### src/rtl/npc_ctrl_pkg.sv
// Shared encodings for the NPC sequencing controller: FSM state codes, halt
// reasons and the default bus-response timeout.
package npc_ctrl_pkg;

   localparam int unsigned CtrlStateWidth = 3;
   localparam int unsigned HaltCodeWidth  = 2;
   localparam int unsigned DefaultTimeout = 255;

   localparam logic [CtrlStateWidth-1:0] StIdle   = 3'd0;
   localparam logic [CtrlStateWidth-1:0] StFetch  = 3'd1;
   localparam logic [CtrlStateWidth-1:0] StDecode = 3'd2;
   localparam logic [CtrlStateWidth-1:0] StExec   = 3'd3;
   localparam logic [CtrlStateWidth-1:0] StMem    = 3'd4;
   localparam logic [CtrlStateWidth-1:0] StHalt   = 3'd5;

   localparam logic [HaltCodeWidth-1:0] HaltNone    = 2'd0;
   localparam logic [HaltCodeWidth-1:0] HaltEbreak  = 2'd1;
   localparam logic [HaltCodeWidth-1:0] HaltIllegal = 2'd2;
   localparam logic [HaltCodeWidth-1:0] HaltTimeout = 2'd3;

endpackage

### src/rtl/npc_ctrl_if.sv
// Handshake bundle between the controller and the IFU, decoder, LSU, register
// file and PC. The controller takes the master view.
interface npc_ctrl_if;

   logic ifu_req;
   logic ifu_rsp_valid;
   logic inst_en;
   logic dec_is_load;
   logic dec_is_store;
   logic dec_is_ebreak;
   logic dec_illegal;
   logic dec_has_rd;
   logic lsu_req;
   logic lsu_we;
   logic lsu_rsp_valid;
   logic rf_wen;
   logic pc_wen;

   modport master (
      output ifu_req, inst_en, lsu_req, lsu_we, rf_wen, pc_wen,
      input  ifu_rsp_valid, lsu_rsp_valid,
      input  dec_is_load, dec_is_store, dec_is_ebreak, dec_illegal, dec_has_rd
   );

   modport slave (
      input  ifu_req, inst_en, lsu_req, lsu_we, rf_wen, pc_wen,
      output ifu_rsp_valid, lsu_rsp_valid,
      output dec_is_load, dec_is_store, dec_is_ebreak, dec_illegal, dec_has_rd
   );

endinterface

### src/rtl/npc_ctrl_timeout.sv
// Wait-cycle counter: cleared while not waiting, counts waiting cycles and
// flags expiry on the TIMEOUT-th consecutive waiting cycle.
module npc_ctrl_timeout #(
   parameter int unsigned TIMEOUT  = 255,
   parameter int unsigned TO_WIDTH = 8
) (
   input  logic clk,
   input  logic rst,
   input  logic clr_i,
   input  logic en_i,
   output logic expire_o
);

   localparam logic [TO_WIDTH-1:0] LastCnt = TO_WIDTH'(TIMEOUT - 1);

   logic [TO_WIDTH-1:0] cnt_q, cnt_d;

   always_comb begin
      cnt_d = cnt_q;
      if (clr_i) begin
         cnt_d = '0;
      end else if (en_i) begin
         cnt_d = cnt_q + TO_WIDTH'(1);
      end
   end

   // The current waiting cycle is the TIMEOUT-th when the count already holds TIMEOUT-1.
   assign expire_o = en_i && !clr_i && (cnt_q == LastCnt);

   always_ff @(posedge clk) begin
      if (rst) begin
         cnt_q <= '0;
      end else begin
         cnt_q <= cnt_d;
      end
   end

endmodule

### src/rtl/npc_ctrl.sv
// Multi-cycle sequencer for the single-issue NPC core: fetch, decode,
// execute/memory, writeback; parks in HALT on ebreak, illegal or bus timeout.
module npc_ctrl
   import npc_ctrl_pkg::*;
#(
   parameter int unsigned TIMEOUT   = DefaultTimeout,
   parameter int unsigned TO_WIDTH  = 8,
   parameter int unsigned CNT_WIDTH = 32
) (
   input  logic                      clk,
   input  logic                      rst,
   npc_ctrl_if.master                bus,
   output logic                      halt,
   output logic [HaltCodeWidth-1:0]  halt_code,
   output logic [CtrlStateWidth-1:0] state,
   output logic [CNT_WIDTH-1:0]      inst_cnt
);

   logic [CtrlStateWidth-1:0] state_q, state_d;
   logic [HaltCodeWidth-1:0]  halt_code_q, halt_code_d;
   logic [CNT_WIDTH-1:0]      inst_cnt_q, inst_cnt_d;
   logic                      lsu_we_q, lsu_we_d;
   logic                      has_rd_q, has_rd_d;
   logic                      to_wait;
   logic                      to_expire;

   assign to_wait = ((state_q == StFetch) && !bus.ifu_rsp_valid) ||
                    ((state_q == StMem) && !bus.lsu_rsp_valid);

   npc_ctrl_timeout #(
      .TIMEOUT  (TIMEOUT),
      .TO_WIDTH (TO_WIDTH)
   ) u_timeout (
      .clk      (clk),
      .rst      (rst),
      .clr_i    (!to_wait),
      .en_i     (to_wait),
      .expire_o (to_expire)
   );

   always_comb begin
      state_d     = state_q;
      halt_code_d = halt_code_q;
      inst_cnt_d  = inst_cnt_q;
      lsu_we_d    = lsu_we_q;
      has_rd_d    = has_rd_q;
      bus.ifu_req = 1'b0;
      bus.inst_en = 1'b0;
      bus.lsu_req = 1'b0;
      bus.lsu_we  = 1'b0;
      bus.rf_wen  = 1'b0;
      bus.pc_wen  = 1'b0;

      case (state_q)
         StIdle: state_d = StFetch;

         StFetch: begin
            bus.ifu_req = 1'b1;
            if (bus.ifu_rsp_valid) begin
               bus.inst_en = 1'b1;
               state_d     = StDecode;
            end else if (to_expire) begin
               state_d     = StHalt;
               halt_code_d = HaltTimeout;
            end
         end

         StDecode: begin
            // Load+store together is not a real encoding; treat it as illegal.
            if (bus.dec_illegal || (bus.dec_is_load && bus.dec_is_store)) begin
               state_d     = StHalt;
               halt_code_d = HaltIllegal;
            end else if (bus.dec_is_ebreak) begin
               state_d     = StHalt;
               halt_code_d = HaltEbreak;
            end else if (bus.dec_is_load || bus.dec_is_store) begin
               state_d  = StMem;
               lsu_we_d = bus.dec_is_store;
               has_rd_d = bus.dec_has_rd;
            end else begin
               state_d  = StExec;
               has_rd_d = bus.dec_has_rd;
            end
         end

         StExec: begin
            bus.rf_wen = has_rd_q;
            bus.pc_wen = 1'b1;
            inst_cnt_d = inst_cnt_q + CNT_WIDTH'(1);
            state_d    = StFetch;
         end

         StMem: begin
            bus.lsu_req = 1'b1;
            bus.lsu_we  = lsu_we_q;
            if (bus.lsu_rsp_valid) begin
               bus.rf_wen = has_rd_q && !lsu_we_q;
               bus.pc_wen = 1'b1;
               inst_cnt_d = inst_cnt_q + CNT_WIDTH'(1);
               state_d    = StFetch;
            end else if (to_expire) begin
               state_d     = StHalt;
               halt_code_d = HaltTimeout;
            end
         end

         StHalt: state_d = StHalt;

         default: begin
            state_d     = StHalt;
            halt_code_d = HaltIllegal;
         end
      endcase
   end

   always_ff @(posedge clk) begin
      if (rst) begin
         state_q     <= StIdle;
         halt_code_q <= HaltNone;
         inst_cnt_q  <= '0;
         lsu_we_q    <= 1'b0;
         has_rd_q    <= 1'b0;
      end else begin
         state_q     <= state_d;
         halt_code_q <= halt_code_d;
         inst_cnt_q  <= inst_cnt_d;
         lsu_we_q    <= lsu_we_d;
         has_rd_q    <= has_rd_d;
      end
   end

   assign halt      = (state_q == StHalt);
   assign halt_code = halt_code_q;
   assign state     = state_q;
   assign inst_cnt  = inst_cnt_q;

endmodule

### src/flat_wrapper.sv
// flat-port wrapper written by rule: the top's interface ports become plain ports
module npc_ctrl_flat import npc_ctrl_pkg::*;
#(
   parameter int unsigned TIMEOUT   = DefaultTimeout,
   parameter int unsigned TO_WIDTH  = 8,
   parameter int unsigned CNT_WIDTH = 32
)
  (clk, rst, halt, halt_code, state, inst_cnt, bus_ifu_req, bus_inst_en, bus_lsu_req, bus_lsu_we, bus_rf_wen, bus_pc_wen, bus_ifu_rsp_valid, bus_lsu_rsp_valid, bus_dec_is_load, bus_dec_is_store, bus_dec_is_ebreak, bus_dec_illegal, bus_dec_has_rd);
  npc_ctrl_if bus_i ();
  input  logic clk;
  input  logic rst;
  output logic halt;
  output logic [HaltCodeWidth-1:0] halt_code;
  output logic [CtrlStateWidth-1:0] state;
  output logic [CNT_WIDTH-1:0] inst_cnt;
  output wire logic [$bits(bus_i.ifu_req)-1:0] bus_ifu_req;
  output wire logic [$bits(bus_i.inst_en)-1:0] bus_inst_en;
  output wire logic [$bits(bus_i.lsu_req)-1:0] bus_lsu_req;
  output wire logic [$bits(bus_i.lsu_we)-1:0] bus_lsu_we;
  output wire logic [$bits(bus_i.rf_wen)-1:0] bus_rf_wen;
  output wire logic [$bits(bus_i.pc_wen)-1:0] bus_pc_wen;
  input wire logic [$bits(bus_i.ifu_rsp_valid)-1:0] bus_ifu_rsp_valid;
  input wire logic [$bits(bus_i.lsu_rsp_valid)-1:0] bus_lsu_rsp_valid;
  input wire logic [$bits(bus_i.dec_is_load)-1:0] bus_dec_is_load;
  input wire logic [$bits(bus_i.dec_is_store)-1:0] bus_dec_is_store;
  input wire logic [$bits(bus_i.dec_is_ebreak)-1:0] bus_dec_is_ebreak;
  input wire logic [$bits(bus_i.dec_illegal)-1:0] bus_dec_illegal;
  input wire logic [$bits(bus_i.dec_has_rd)-1:0] bus_dec_has_rd;
  assign bus_ifu_req = bus_i.ifu_req;
  assign bus_inst_en = bus_i.inst_en;
  assign bus_lsu_req = bus_i.lsu_req;
  assign bus_lsu_we = bus_i.lsu_we;
  assign bus_rf_wen = bus_i.rf_wen;
  assign bus_pc_wen = bus_i.pc_wen;
  assign bus_i.ifu_rsp_valid = bus_ifu_rsp_valid;
  assign bus_i.lsu_rsp_valid = bus_lsu_rsp_valid;
  assign bus_i.dec_is_load = bus_dec_is_load;
  assign bus_i.dec_is_store = bus_dec_is_store;
  assign bus_i.dec_is_ebreak = bus_dec_is_ebreak;
  assign bus_i.dec_illegal = bus_dec_illegal;
  assign bus_i.dec_has_rd = bus_dec_has_rd;
  npc_ctrl #(.TIMEOUT(TIMEOUT), .TO_WIDTH(TO_WIDTH), .CNT_WIDTH(CNT_WIDTH)) u_core (.clk(clk), .rst(rst), .bus(bus_i), .halt(halt), .halt_code(halt_code), .state(state), .inst_cnt(inst_cnt));
endmodule
### config.mk
export PLATFORM = sky130hd
export DESIGN_NAME = npc_ctrl_flat
export DESIGN_NICKNAME = d
export VERILOG_FILES = /design/src/rtl/npc_ctrl_pkg.sv /design/src/rtl/npc_ctrl_if.sv /design/src/rtl/npc_ctrl_timeout.sv /design/src/rtl/npc_ctrl.sv /design/src/flat_wrapper.sv
export SDC_FILE = /design/constraint.sdc
export NUM_CORES = 1
export LEC_CHECK = 0
export ABC_AREA = 1
export BUFFER_PORTS_ARGS = -buffer_cell sky130_fd_sc_hd__buf_2
export CAP_MARGIN = 20
export CORE_MARGIN = 8
export CORE_UTILIZATION = 30
export DETAILED_ROUTE_END_ITERATION = 10
export GPL_TIMING_DRIVEN = 0
export SLEW_MARGIN = 20
export SYNTH_ARGS = -nofsm -noshare
export SYNTH_HDL_FRONTEND = slang
export SYNTH_SLANG_ARGS = --single-unit
### constraint.sdc
create_clock -name clk -period 3.5 [get_ports clk]
set_clock_uncertainty 0.15 [all_clocks]
set_input_delay 0.7 -clock clk [delete_from_list [all_inputs] [get_ports clk]]
set_output_delay 0.7 -clock clk [all_outputs]
set_load 0.02 [all_outputs]
Word level (Yosys, flattened, before mapping) --
Cells that the tools add are included.
Operators by class: add/sub/neg operators 2, equality and inequality tests 10, multiplexer cells 24, bitwise gates (word level) 4, reductions and logical operators 20
Operators by type and width (number):
- one-hot mux 32 bit (2 select lines) | 1
- adder 32 x 1 -> 32 bit (second input constant) | 1
- two-way mux 32 bit | 1
- two-way mux 3 bit | 6
- one-hot mux 3 bit (4 select lines) | 1
- two-way mux 2 bit | 5
- adder 8 x 1 -> 8 bit (second input constant) | 1
- == test 8 bit (second input constant) | 1
- one-hot mux 2 bit (4 select lines) | 1
- AND reduction 4 bit | 2
- two-way mux 1 bit | 7
- == test 3 x 2 -> 1 bit (second input constant) | 2
- == test 3 bit (second input constant) | 2
- inequality test 2 bit (second input constant) | 3
- logical AND 1 bit | 5
- inverter 1 bit | 4
- one-hot mux 1 bit (2 select lines) | 2
- OR reduction 2 bit | 2
- == test 3 x 1 -> 1 bit (second input constant) | 1
- zero test 1 bit | 3
- zero test 3 bit | 1
- logical OR 1 bit | 3
- inequality test 3 x 2 -> 1 bit (second input constant) | 1
- AND reduction 3 bit | 1
- other kinds (3) | 3
Word-level totals: flip-flop bits (word level) 47, input port bits 9, output and inout bits 44, logic and storage cells 66

Depth between registers and ports, before layout --
word-level depth 7, depth in mapped cells 11, gate-level depth less buffers 11

Cells and area by module --
Synthesis repeated with hierarchy kept, for this count alone.
Unflattened totals: cell total of the unflattened synthesis 427, area total of the unflattened synthesis 2685.1 um2
By module, submodules not included:
- npc_ctrl | instances 1, cells an instance 372, area each 2274.7 um2, sequential area each 780.7 um2
- npc_ctrl_timeout | instances 1, cells an instance 55, area each 410.4 um2, sequential area each 160.2 um2

Worst setup path after synthesis --
No wires, ideal clock.
kind input to output, start point in bus_lsu_rsp_valid, end point out bus_rf_wen, arrival 1.306 ns, data required time 2.650 ns, slack 1.344 ns, cell stages on the path 4, path buffers 0, path through nand3_2 -> nand2_4 -> inv_4 -> nor2_1
Between the ends: longest elaborated chain between the ends 2
RTL lines:
- start: declaration | line flat_wrapper.sv:23 | input wire logic [$bits(bus_i.lsu_rsp_valid)-1:0] bus_lsu_rsp_valid;
- two-way mux 1 bit | line npc_ctrl.sv:96 | if (bus.lsu_rsp_valid) begin
- one-hot mux 1 bit (2 select lines) | line npc_ctrl.sv:54 | case (state_q)
- end: declaration | line flat_wrapper.sv:20 | output wire logic [$bits(bus_i.rf_wen)-1:0] bus_rf_wen;
No other way between the ends.

Worst setup path in the final report --
start point reg u_core.state_q[1] (netlist: u_core.state[1]), end point out bus_pc_wen
Between the ends: longest elaborated chain between the ends 2, elaborated cells between the ends (all ways) 3, classes of those cells eq/ne (2); mux (1)
RTL lines:
- start: declaration | line npc_ctrl.sv:19 | logic [CtrlStateWidth-1:0] state_q, state_d;
- start signal: assignment | line npc_ctrl.sv:118 | state_q <= StIdle;
- start signal: assignment | line npc_ctrl.sv:124 | state_q <= state_d;
- == test 3 bit / == test 3 x 2 -> 1 bit (equally long branches) | line npc_ctrl.sv:54
- one-hot mux 1 bit (2 select lines) (*) | line npc_ctrl.sv:54
- end: declaration | line flat_wrapper.sv:21 | output wire logic [$bits(bus_i.pc_wen)-1:0] bus_pc_wen;
Mark *: on every way between the ends. The rest lies on a longest branch, timed or not.

==> metrics.txt <==
Post-Synth Adder-Cell Area 1.41%; worst hold-check path type reg -> reg; DRT Pass-1 Iters 4; CP startpoint kind flip-flop; Final Instance Area 3170 µm²; Int Pwr 0.000817 W; peak supply drop 0.179 mV; die area 12,100 µm²; sequential fraction of the synthesis area 35.4%; post-synth top area cell dfxtp_1; clock tree from TritonCTS done; initial DRC count 126; vias in the first global route 2,606; Placed Instance Area 3050 µm²; Core Area 8680 µm²; CP Buf/Inv Count 3; Final nets 478; min setup slack post-route 1030 ps; Crit-path slowest cell dfxtp_1; Leak Pwr 1.45 nW; CP max stage delay 400 ps; Slew Limit Fails 0; RSZ-0062 raised after global routing false; EDFF count, synth 0; Commonest cells post-synth nand2_1 (102), inv_1 (63), nor2_1 (63), dfxtp_1 (47), a21oi_1 (26); Synth Area in Compound Gates 8.56%; crit path DAT 1620 ps; post-synthesis xor/xnor area fraction 1.65%; main combinational cell family by area after synthesis simple AND/OR/NAND/NOR gates; Main synth FF type dfxtp_1; nature of the critical path endpoint output port; row cnt 34; routability-driven placement congestion ratio 0.835; Final period util 70.5%; Slew @ Worst Pin 536 ps; worst path cell trace nor2_4 -> nand3_2 -> nand2_4 -> buf_8 -> buf_8 -> buf_2; Core Util, Final 36.5%; Synth top area share 35.4%; leading post-synthesis cells by cell area dfxtp_1 (35%), nand2_1 (14%), inv_1 (8.9%); initial core utilization 30.7%; DRC viols 0; Switching Fraction 25.9%; PD cells 348 nW/µm²; CTS sink count 47; Gate Count Post-Synth 408; syn_nets 420; mux cell area share after synthesis 0%; largest net degree at the start of global routing 15; Worst slew margin 64.3%; area of the mapped netlist 2660 µm²; final hold vios 0; global-route wire length before repair 12,100 µm; # hold bufs at CTS 0; CTS buffer count 5; DRT Wirelength 7000 µm; Top delay family on crit path buffers and inverters; Layout area overhead 19.1%; H-tree depth 2; Post-Synth Simple-Gate Area 41.5%; clock network power share 38.1%; Logic pwr share 11.3%; setup_tns 0 ps; GRT Total Usage 12.4%; # diodes 0; worst setup path class reg -> out; Worst-Skew Late Latency 310 ps; routed len/inst 12.2 µm; Sequential Power Share 50.5%; Synth warnings 0; grt met1 use 15.5%; layout cells sized above 1 18.8%; via count of the routed design 2,625; # setup viols final 0; Top Ports 53; CTS resizes 0; initial antenna violation count 0; met2 Track Usage GR 19.7%; post-CTS setup buffers 0; number of port buffers 51; Clock transition at path regs 90 ps; most frequent cell on the critical path buf_8; status finished clean; most frequent cell after synthesis nand2_1; Final Critical Period 2470 ps; vias per cell 4.57; pre-CTS WS 1080 ps; M3 GR Usage 3.90%; #FFs+latches synth 47; Max clock buf depth 2; Hold WS 323 ps; Final HPWL DP 5430 µm; Remaining Overflow, GRT 0; Root Buffer Master clkbuf_8; f_max 405 MHz; maxcap violations 0; Antenna Nets Post-Route 0; ys async rst share 0%; Die Ht 110 µm; die width 110 µm; busiest grt layer met2; average cell area after synthesis 6.52 µm²; P_sw 0.000285 W; worst-path fanout max 10; Worst Path Required 2650 ps; Synth cell types 30
[kinds of logic after synthesis]
| logic type | after synthesis |
|---|---|
| XOR/XNOR | 5 |
| AO/OA/AOI/OAI | 45 |
| adder cells (fa/ha/maj) | 3 |
| flip-flops | 47 |
| AND/OR/NAND/NOR | 236 |
| buffers and inverters | 72 |
[per-layer routing]
layer  share of wire (%)  wire length (µm)
met4                 2.2               153
met1                  47              3320
met5                   0                 0
met3                 7.5               524
met2                  43              3010
[worst min-delay path: stages (launching register included)]
cell and delay, ps:
dfxtp_1 330, inv_1 50, a21oi_1 50
[registers in the layout, indices dropped and copies added, names as in the netlist]
register and count:
u_core.halt_code 2, u_core.has_rd_q 1, u_core.inst_cnt 32, u_core.lsu_we_q 1
u_core.state 3, u_core.u_timeout.cnt_q 8
[path summary, 6_finish.rpt]
path | cells after the start | slack, ps | endpoint | start
min | 2 | 320 | u_core.inst_cnt[5] | u_core.inst_cnt[5]
min reg2reg | 2 | 320 | u_core.inst_cnt[5] | u_core.inst_cnt[5]
max reg2reg | 10 | 1670 | u_core.inst_cnt[26] | u_core.inst_cnt[0]
max | 6 | 1030 | bus_pc_wen | u_core.state[1]
[final cells by class]
type	count	area (µm²)
Fill cell	955	5510
Multi-Input combinational cell	289	1410
Sequential cell	47	941
Timing Repair Buffer	51	255
Inverter	66	250
Tap cell	108	135
Clock buffer	6	82.6
Buffer	6	55.1
Clock inverter	2	35.0
[power groups by stage]
stage / Sequential [W] / Clock [W] / Combinational, W
2_1_floorplan: 0.000578 / 0 / 0.0000790
3_3_place_gp: 0.000569 / 0 / 0.000125
3_5_place_dp: 0.000569 / 0 / 0.000126
4_1_cts: 0.000557 / 0.000438 / 0.000127
5_1_grt: 0.000558 / 0.000459 / 0.000141
6_report: 0.000557 / 0.000421 / 0.000125
[cell usage in the layout (no fill, tap or decap), types with 2 or more instances in the layout]
cell / n
nor2_1: 63
nor3b_1: 2
and3_1: 2
nand3_2: 6
buf_2: 51
xor2_1: 3
clkbuf_1: 2
xnor2_1: 2
nand4_1: 12
a21oi_1: 26
nor2_4: 6
inv_2: 2
nor3_1: 9
dfxtp_1: 47
o21ai_0: 16
nor2_2: 5
clkbuf_8: 7
o21ai_1: 2
nand3_1: 22
ha_1: 3
nand2_2: 3
nand2_1: 102
inv_1: 63
buf_8: 2
[metrics by stage]
step / total power (W) / instances
global route: 0.00116 / 575
global placement: 0.000694 / 567
detailed placement: 0.000696 / 567
finish: 0.00110 / 575
CTS: 0.00112 / 575
floorplan: 0.000657 / 408
Power figures use the tool's default switching activity.
